`src/rtl/axi_realigner_pkg.sv`:
```
// Shared types and helpers for the AXI-Stream byte realigner.
// Holds the realigner FSM states and the keep-count-to-mask conversion.
package axi_realigner_pkg;

  typedef enum logic [1:0] {
    IDLE   = 2'd0,
    STREAM = 2'd1,
    FLUSH  = 2'd2
  } state_t;

  // Widest beat (in bytes) the mask helper can describe.
  localparam int MAX_DW = 64;

  // Contiguous-from-byte-0 mask with cnt ones; cnt == MAX_DW wraps to all ones.
  function automatic logic [MAX_DW-1:0] keep_mask(input logic [7:0] cnt);
    logic [MAX_DW-1:0] one;
    one = MAX_DW'(1);
    return (one << cnt) - one;
  endfunction

endpackage

```
`src/rtl/axi_realigner_if.sv`:
```
// AXI-Stream beat bundle used on both sides of the realigner.
// The master drives the payload; the slave returns tready.
interface axi_realigner_if #(
   parameter int DATA_WIDTH = 16
) ();

   logic                    tvalid;
   logic                    tready;
   logic                    tlast;
   logic [DATA_WIDTH*8-1:0] tdata;
   logic [DATA_WIDTH-1:0]   tkeep;

   modport master (
      output tvalid,
      output tlast,
      output tdata,
      output tkeep,
      input  tready
   );

   modport slave (
      input  tvalid,
      input  tlast,
      input  tdata,
      input  tkeep,
      output tready
   );

endinterface

```
`src/rtl/axi_byte_funnel.sv`:
```
// Combinational funnel shifter: selects DATA_WIDTH bytes starting at byte
// 'offset' out of the 2*DATA_WIDTH-byte window {new_beat, hold_beat}.
module axi_byte_funnel
   import axi_realigner_pkg::*;
#(
   parameter int DATA_WIDTH      = 16,
   parameter int SHIFT_VALUE_LEN = 4
) (
   input  logic [DATA_WIDTH*8-1:0]    new_beat,
   input  logic [DATA_WIDTH*8-1:0]    hold_beat,
   input  logic [SHIFT_VALUE_LEN-1:0] offset,
   output logic [DATA_WIDTH*8-1:0]    out_beat
);

   logic [2*DATA_WIDTH*8-1:0] window;

   // hold_beat is the older beat, so it sits in the low half of the window.
   assign window   = {new_beat, hold_beat} >> {offset, 3'b000};
   assign out_beat = window[DATA_WIDTH*8-1:0];

endmodule

```
`src/rtl/axi_realigner.sv`:
```
// AXI-Stream realigner: moves the byte at the packet's first-beat offset to
// byte 0 of the output and packs all following bytes contiguously behind it.
module axi_realigner
   import axi_realigner_pkg::*;
#(
   parameter int DATA_WIDTH      = 16,
   parameter int SHIFT_VALUE_LEN = 4
) (
   input  logic                       clk,
   input  logic                       rst_n,
   axi_realigner_if.slave             s,
   input  logic [SHIFT_VALUE_LEN-1:0] s_offset,
   axi_realigner_if.master            m,
   output logic                       err,
   output state_t                     dbg_state
);

   localparam int DW = DATA_WIDTH;
   localparam int BW = DATA_WIDTH * 8;
   localparam int CW = SHIFT_VALUE_LEN + 1;
   localparam logic [CW-1:0] FULL_CNT = CW'(DATA_WIDTH);

   state_t                     state;
   logic [BW-1:0]              hold_q;
   logic [SHIFT_VALUE_LEN-1:0] off_q;
   logic [CW-1:0]              last_n_q;
   logic                       out_valid_q;
   logic                       out_last_q;
   logic [DW-1:0]              out_keep_q;
   logic [BW-1:0]              out_data_q;
   logic                       err_q;

   logic                       out_ready;
   logic                       s_ready;
   logic                       accept;
   logic                       load;
   logic [CW-1:0]              n_in;
   logic [CW-1:0]              off_ext;
   logic [CW-1:0]              s_off_ext;
   logic [CW-1:0]              cand_cnt;
   logic                       cand_last;
   logic [DW-1:0]              cand_keep;
   logic [BW-1:0]              cand_data;
   logic [BW-1:0]              fun_new;
   logic [BW-1:0]              fun_hold;
   logic [BW-1:0]              fun_out;
   logic [SHIFT_VALUE_LEN-1:0] fun_off;

   // Handshake: a beat moves on either side exactly on a rising edge where
   // valid and ready are both 1. s.tready depends only on state, reset and the
   // output register (empty, or draining this cycle), never on s.tvalid, and it
   // is forced low in FLUSH while the residual beat is emitted.
   assign out_ready = !out_valid_q || m.tready;
   assign s_ready   = rst_n && (state != FLUSH) && out_ready;
   assign accept    = s.tvalid && s_ready;

   assign n_in      = CW'($countones(s.tkeep));
   assign off_ext   = {1'b0, off_q};
   assign s_off_ext = {1'b0, s_offset};

   // Candidate output beat for the current state, before the load decision.
   always_comb begin
      fun_new   = s.tdata;
      fun_hold  = hold_q;
      fun_off   = off_q;
      cand_cnt  = FULL_CNT;
      cand_last = 1'b0;
      case (state)
         IDLE: begin
            fun_new   = '0;
            fun_hold  = s.tdata;
            fun_off   = s_offset;
            cand_cnt  = n_in - s_off_ext;
            cand_last = 1'b1;
         end
         STREAM: begin
            if (s.tlast && (n_in <= off_ext)) begin
               cand_cnt  = FULL_CNT - off_ext + n_in;
               cand_last = 1'b1;
            end
         end
         FLUSH: begin
            fun_new   = '0;
            cand_cnt  = last_n_q - off_ext;
            cand_last = 1'b1;
         end
         default: ;
      endcase
   end

   axi_byte_funnel #(
      .DATA_WIDTH      (DATA_WIDTH),
      .SHIFT_VALUE_LEN (SHIFT_VALUE_LEN)
   ) u_funnel (
      .new_beat  (fun_new),
      .hold_beat (fun_hold),
      .offset    (fun_off),
      .out_beat  (fun_out)
   );

   // Bytes beyond the keep count are zeroed so stale hold bytes never leak out.
   always_comb begin
      cand_keep = DW'(keep_mask(8'(cand_cnt)));
      cand_data = '0;
      for (int i = 0; i < DW; i++) begin
         cand_data[8*i +: 8] = fun_out[8*i +: 8] & {8{cand_keep[i]}};
      end
   end

   assign load = (accept && (state == STREAM)) ||
                 (accept && (state == IDLE) && s.tlast && (n_in > s_off_ext)) ||
                 ((state == FLUSH) && out_ready);

   always_ff @(posedge clk) begin
      if (!rst_n) begin
         state       <= IDLE;
         hold_q      <= '0;
         off_q       <= '0;
         last_n_q    <= '0;
         out_valid_q <= 1'b0;
         out_last_q  <= 1'b0;
         out_keep_q  <= '0;
         out_data_q  <= '0;
         err_q       <= 1'b0;
      end else begin
         if (out_valid_q && m.tready) begin
            out_valid_q <= 1'b0;
         end
         if (load) begin
            out_valid_q <= 1'b1;
            out_data_q  <= cand_data;
            out_keep_q  <= cand_keep;
            out_last_q  <= cand_last;
         end
         case (state)
            IDLE: begin
               if (accept) begin
                  if (!s.tlast) begin
                     hold_q <= s.tdata;
                     off_q  <= s_offset;
                     state  <= STREAM;
                  end else if (n_in <= s_off_ext) begin
                     // Single-beat packet with no byte at or after the offset.
                     err_q <= 1'b1;
                  end
               end
            end
            STREAM: begin
               if (accept) begin
                  hold_q <= s.tdata;
                  if (s.tlast) begin
                     if (cand_last) begin
                        state <= IDLE;
                     end else begin
                        last_n_q <= n_in;
                        state    <= FLUSH;
                     end
                  end
               end
            end
            FLUSH: begin
               if (out_ready) begin
                  state <= IDLE;
               end
            end
            default: state <= IDLE;
         endcase
      end
   end

   assign m.tvalid  = out_valid_q;
   assign m.tlast   = out_last_q;
   assign m.tkeep   = out_keep_q;
   assign m.tdata   = out_data_q;
   assign s.tready  = s_ready;
   assign err       = err_q;
   assign dbg_state = state;

endmodule

```
`src/flat_wrapper.sv`:
```
// flat-port wrapper written by rule: the top's interface ports become plain ports
module axi_realigner_flat import axi_realigner_pkg::*;
#(
   parameter int DATA_WIDTH      = 16,
   parameter int SHIFT_VALUE_LEN = 4
)
  (clk, rst_n, s_offset, err, dbg_state, s_tvalid, s_tlast, s_tdata, s_tkeep, s_tready, m_tvalid, m_tlast, m_tdata, m_tkeep, m_tready);
  axi_realigner_if #(.DATA_WIDTH(DATA_WIDTH)) s_i ();
  axi_realigner_if #(.DATA_WIDTH(DATA_WIDTH)) m_i ();
  input  logic clk;
  input  logic rst_n;
  input  logic [SHIFT_VALUE_LEN-1:0] s_offset;
  output logic err;
  output state_t dbg_state;
  input wire logic [$bits(s_i.tvalid)-1:0] s_tvalid;
  input wire logic [$bits(s_i.tlast)-1:0] s_tlast;
  input wire logic [$bits(s_i.tdata)-1:0] s_tdata;
  input wire logic [$bits(s_i.tkeep)-1:0] s_tkeep;
  output wire logic [$bits(s_i.tready)-1:0] s_tready;
  output wire logic [$bits(m_i.tvalid)-1:0] m_tvalid;
  output wire logic [$bits(m_i.tlast)-1:0] m_tlast;
  output wire logic [$bits(m_i.tdata)-1:0] m_tdata;
  output wire logic [$bits(m_i.tkeep)-1:0] m_tkeep;
  input wire logic [$bits(m_i.tready)-1:0] m_tready;
  assign s_i.tvalid = s_tvalid;
  assign s_i.tlast = s_tlast;
  assign s_i.tdata = s_tdata;
  assign s_i.tkeep = s_tkeep;
  assign s_tready = s_i.tready;
  assign m_tvalid = m_i.tvalid;
  assign m_tlast = m_i.tlast;
  assign m_tdata = m_i.tdata;
  assign m_tkeep = m_i.tkeep;
  assign m_i.tready = m_tready;
  axi_realigner #(.DATA_WIDTH(DATA_WIDTH), .SHIFT_VALUE_LEN(SHIFT_VALUE_LEN)) u_core (.clk(clk), .rst_n(rst_n), .s(s_i), .s_offset(s_offset), .m(m_i), .err(err), .dbg_state(dbg_state));
endmodule
```
`config.mk`:
```
export PLATFORM = sky130hd
export DESIGN_NAME = axi_realigner_flat
export DESIGN_NICKNAME = d
export VERILOG_FILES = /design/src/rtl/axi_realigner_pkg.sv /design/src/rtl/axi_realigner_if.sv /design/src/rtl/axi_byte_funnel.sv /design/src/rtl/axi_realigner.sv /design/src/flat_wrapper.sv
export SDC_FILE = /design/constraint.sdc
export NUM_CORES = 1
export LEC_CHECK = 0
export ABC_AREA = 0
export CORE_MARGIN = 10
export CORE_UTILIZATION = 35
export CTS_CLUSTER_SIZE = 14
export DETAILED_ROUTE_END_ITERATION = 7
export DONT_BUFFER_PORTS = 1
export SYNTH_ARGS = -nofsm -noshare
export SYNTH_HDL_FRONTEND = slang
export SYNTH_SLANG_ARGS = --single-unit
```
`constraint.sdc`:
```
create_clock -name clk -period 9.5 [get_ports clk]
set_input_delay 2.375 -clock clk [delete_from_list [all_inputs] [get_ports clk]]
set_output_delay 2.375 -clock clk [all_outputs]
set_load 0.03 [all_outputs]
```
==> results summary <==
The flow ran to the end, and the final reports show no timing, DRC or antenna violations. The final setup violation count came out at 0. The sequential-to-total area share from yosys stat is 0.255. The power density normalized to cell area is 278 nW/um^2. The area share of and/or/nand/nor cells after synthesis is 0.180.

The setup TNS is 0 ps. The worst setup path is launched from a primary input. The routed design could run at a clock period as short as ~8600 ps. The number of global-route vias before repair was 20500. The post-synthesis compound-gate area fraction is 0.243. The congestion estimate from routability-driven global placement came to slightly above 1.

The top fanout value on the critical path came out at 10. The number of H-tree levels came out at 2. The number of setup buffers added after CTS is 0. Dividing the detail-routed wire length by the instance count gives 30.5 um. The count of input and output buffers is 0. The number of detailed-route iterations in the first pass came out at 6. The most critical setup path has its startpoint at s_tkeep[4].

The share of the clock period used by the worst path is 0.904. dfxtp_1 takes more of the synthesized area than any other cell. The overflow left after global routing came out at 0. The count of filler cells inserted in the layout is approximately 6700. The netlist area before placement is around 22000 um^2. With fillers left out, the area of the finished cells amounts to around 24000 um^2. Data on the critical path is required at its endpoint by 10010 ps. The highest clock frequency the design can meet came out at about 120 MHz.

The most used flip-flop cell after synthesis is dfxtp_1. The initial core utilization came out at 0.355. The share of layout cells above drive strength 1 is 0.102. Setup repair after global routing left no endpoint under its margin. Sorting the synthesized cells by area gives the leading types as dfxtp_1 25%, mux2i_1 15%, nand2_1 9.4%. The register bit total from synthesis is between 200 and 300. The DRC violations left is 0. The net count of the finished layout is 2948. For the worst setup path, the data arrival time is between 9000 and 10000 ps. The share of the synthesized area in the top cell type came out at 0.255.

The number of endpoints with negative hold slack in the final report is 0. Across all register-to-register paths, the minimum setup slack is approximately 4300 ps. The static leakage is 8.61 nW. The fraction of the mapped netlist area in adder cells is 0.0301.

The most used standard cell by instance count after synthesis is nand2_1. The startpoint identified for the worst hold timing path is u_core.hold_q[4]. The DRC violation total after the first TritonRoute iteration is 3087. The worst hold slack is 456 ps. The classification of the worst-slack hold path is flip-flop to flip-flop. Measured along the y axis, the die boundary spans around 270 um. The post-place instance area came out at between 20000 and 25000 um^2. The number of warning messages in the yosys log came out at 0.

The worst setup slack after layout came out at 914 ps. The number of core rows is between 90 and 100. Synthesis produced approximately 2900 cells. The number of placed instances with taps included is around 3600. The post-detailed-route via-to-cell ratio came out at about 6.3. The remaining antenna violation count came out at 0. At the pin with the least slew margin, the transition time is approximately 1100 ps. The total I/O pin count is 303.

The total detailed-routing wirelength is 111000 um. The die footprint is around 75000 um^2. The total clock sinks came out at around 290.

The number of buffers inserted by hold repair at cts came out at 0. A synthesized cell averages approximately 7.7 um^2. The placeable core region came out at roughly 63000 um^2. The final non-filler cell total came out at roughly 3600. In this run, synthesis inferred 0 flip-flops with an integrated enable. The final total power came out at roughly 6.7 mW. The later pin in the worst-skew pair is clocked with a latency of roughly 580 ps. The via count came out at around 23000. The number of distinct library cell variants in the gate-level netlist after synthesis came out at 93. The number of antenna violations at the first check in global routing came out at 11.

The clock arrives with between 20 and 25 ps of skew. The fraction of synthesized area in multiplexers is 0.227. In this run the critical register-to-register path is launched from u_core.off_q[2].

The worst ir drop on vdd came out at 0.255 mV. The worst setup path category is primary input to flip-flop. The number of resized instances in the post-cts repair step is 0.

Counting flops with an async set or reset pin after synthesis yields a share of 0. The pin count of the biggest net entering global routing is ~150. The clock passes through at most 3 buffers. In the synthesized netlist, the cells that appear most often are 561 x nand2_1, 335 x mux2i_1, 305 x a21oi_1, 286 x dfxtp_1, 223 x nor2_1.

The HPWL after detailed placement is about 83000 um. By area, the combinational part of the netlist is dominated by compound AO/OA/AOI/OAI gates. The first-pass GRT wire length is roughly 160000 um. The element type at the critical path end is a flip-flop. The post-synthesis xor/xnor area fraction came out at 0.00317. TritonCTS built the clock tree.

The relative slew slack came out at 0.249. The area growth from synthesis to layout is 6.70%. The worst-case setup slack after placement came out at between 400 and 500 ps. The total nets after synthesis is about 3100.

The final design utilization is 0.379. The tree is rooted in a clkbuf_16. The count of final max-slew check failures came out at 0. The number of clock buffers inserted by TritonCTS is 36. The die outline width came out at around 270 um. The total routing resource utilization after global routing is 0.281. Across the run, the number of max-cap violations was 0. After clock tree synthesis, the clock-pin slew on the worst setup and hold paths is about 60 ps.
## placed cells by master (no fill, tap or decap), types with 11 or more instances in the layout
| master | count |
|---|---|
| o21ai_0 | 173 |
| o22ai_1 | 18 |
| nand3_1 | 66 |
| a211oi_1 | 74 |
| o211ai_1 | 47 |
| mux2_2 | 120 |
| nand2_1 | 560 |
| a21oi_1 | 305 |
| a22oi_1 | 11 |
| dfxtp_1 | 284 |
| mux2i_1 | 335 |
| buf_4 | 39 |
| ha_1 | 30 |
| fa_1 | 15 |
| nor2_1 | 221 |
| a32o_1 | 42 |
| mux4_2 | 15 |
| clkbuf_16 | 36 |
| nor2b_1 | 38 |
| o31ai_1 | 12 |
| inv_1 | 37 |
| a22o_1 | 29 |
| nor3_1 | 23 |
| a31oi_1 | 21 |
## area by class of cell
type                       count  area, um^2  area share
multi-input combinational   2342       15400       0.644
tap                          846        1060      0.0442
inverter                      42         163     0.00679
timing repair buffer          42         353      0.0147
sequential                   286        5730       0.239
antenna                        2        5.00    0.000209
clock inverter                21         273      0.0114
clock buffer                  42         943      0.0394
## path summary, 6_finish.rpt
check,end,depth (start not counted)
setup reg to reg,u_core.m.tdata[71],15
hold / removal,u_core.hold_q[4],2
hold reg to reg,u_core.hold_q[4],2
setup / recovery,u_core.m.tdata[71],25
## logic make-up after synthesis
family          Yosys count
buf+inv                 303
xor+xnor                  6
fa+ha+maj                45
flops                   286
simple gates            965
compound gates          852
mux                     474
## metal layers
layer,GRT usage,share of wire
met4,0.146,0.060
met5,0,0.0012
met2,0.412,0.42
met3,0.100,0.13
met1,0.356,0.39
## where the power goes
| group | internal [mW] | leakage [nW] | switching (mW) |
|---|---|---|---|
| logic | 1.09 | 5.70 | 2.36 |
| clock network | 0.837 | 0.592 | 0.629 |
| registers | 1.35 | 2.32 | 0.402 |
## flip-flops by register name, summed over array words and instances (netlist names)
register and flops:
u_core.m.tkeep 16, u_core.hold_q 128, u_core.m.tdata 128, u_core.m.tvalid 1
u_core.dbg_state 2, u_core.err 1, u_core.m.tlast 1, u_core.off_q 4
u_core.last_n_q 5
## worst max-delay path, cell delays in order
cell and delay [ps]:
ha_1 260, inv_1 50, fa_1 560, inv_1 60, fa_1 470, inv_1 50, fa_1 370, inv_1 80
fa_1 410, ha_1 230, fa_1 700, ha_1 340, fa_1 400, xor2_1 200, nand3_1 100, a21o_1 130
nand3_2 170, a21oi_2 180, buf_4 200, nand3_1 90, ha_1 310, a211oi_2 350, mux2i_1 150, o2bb2ai_2 570
a32o_1 270
No activity file was read; power rests on OpenSTA's default activity.
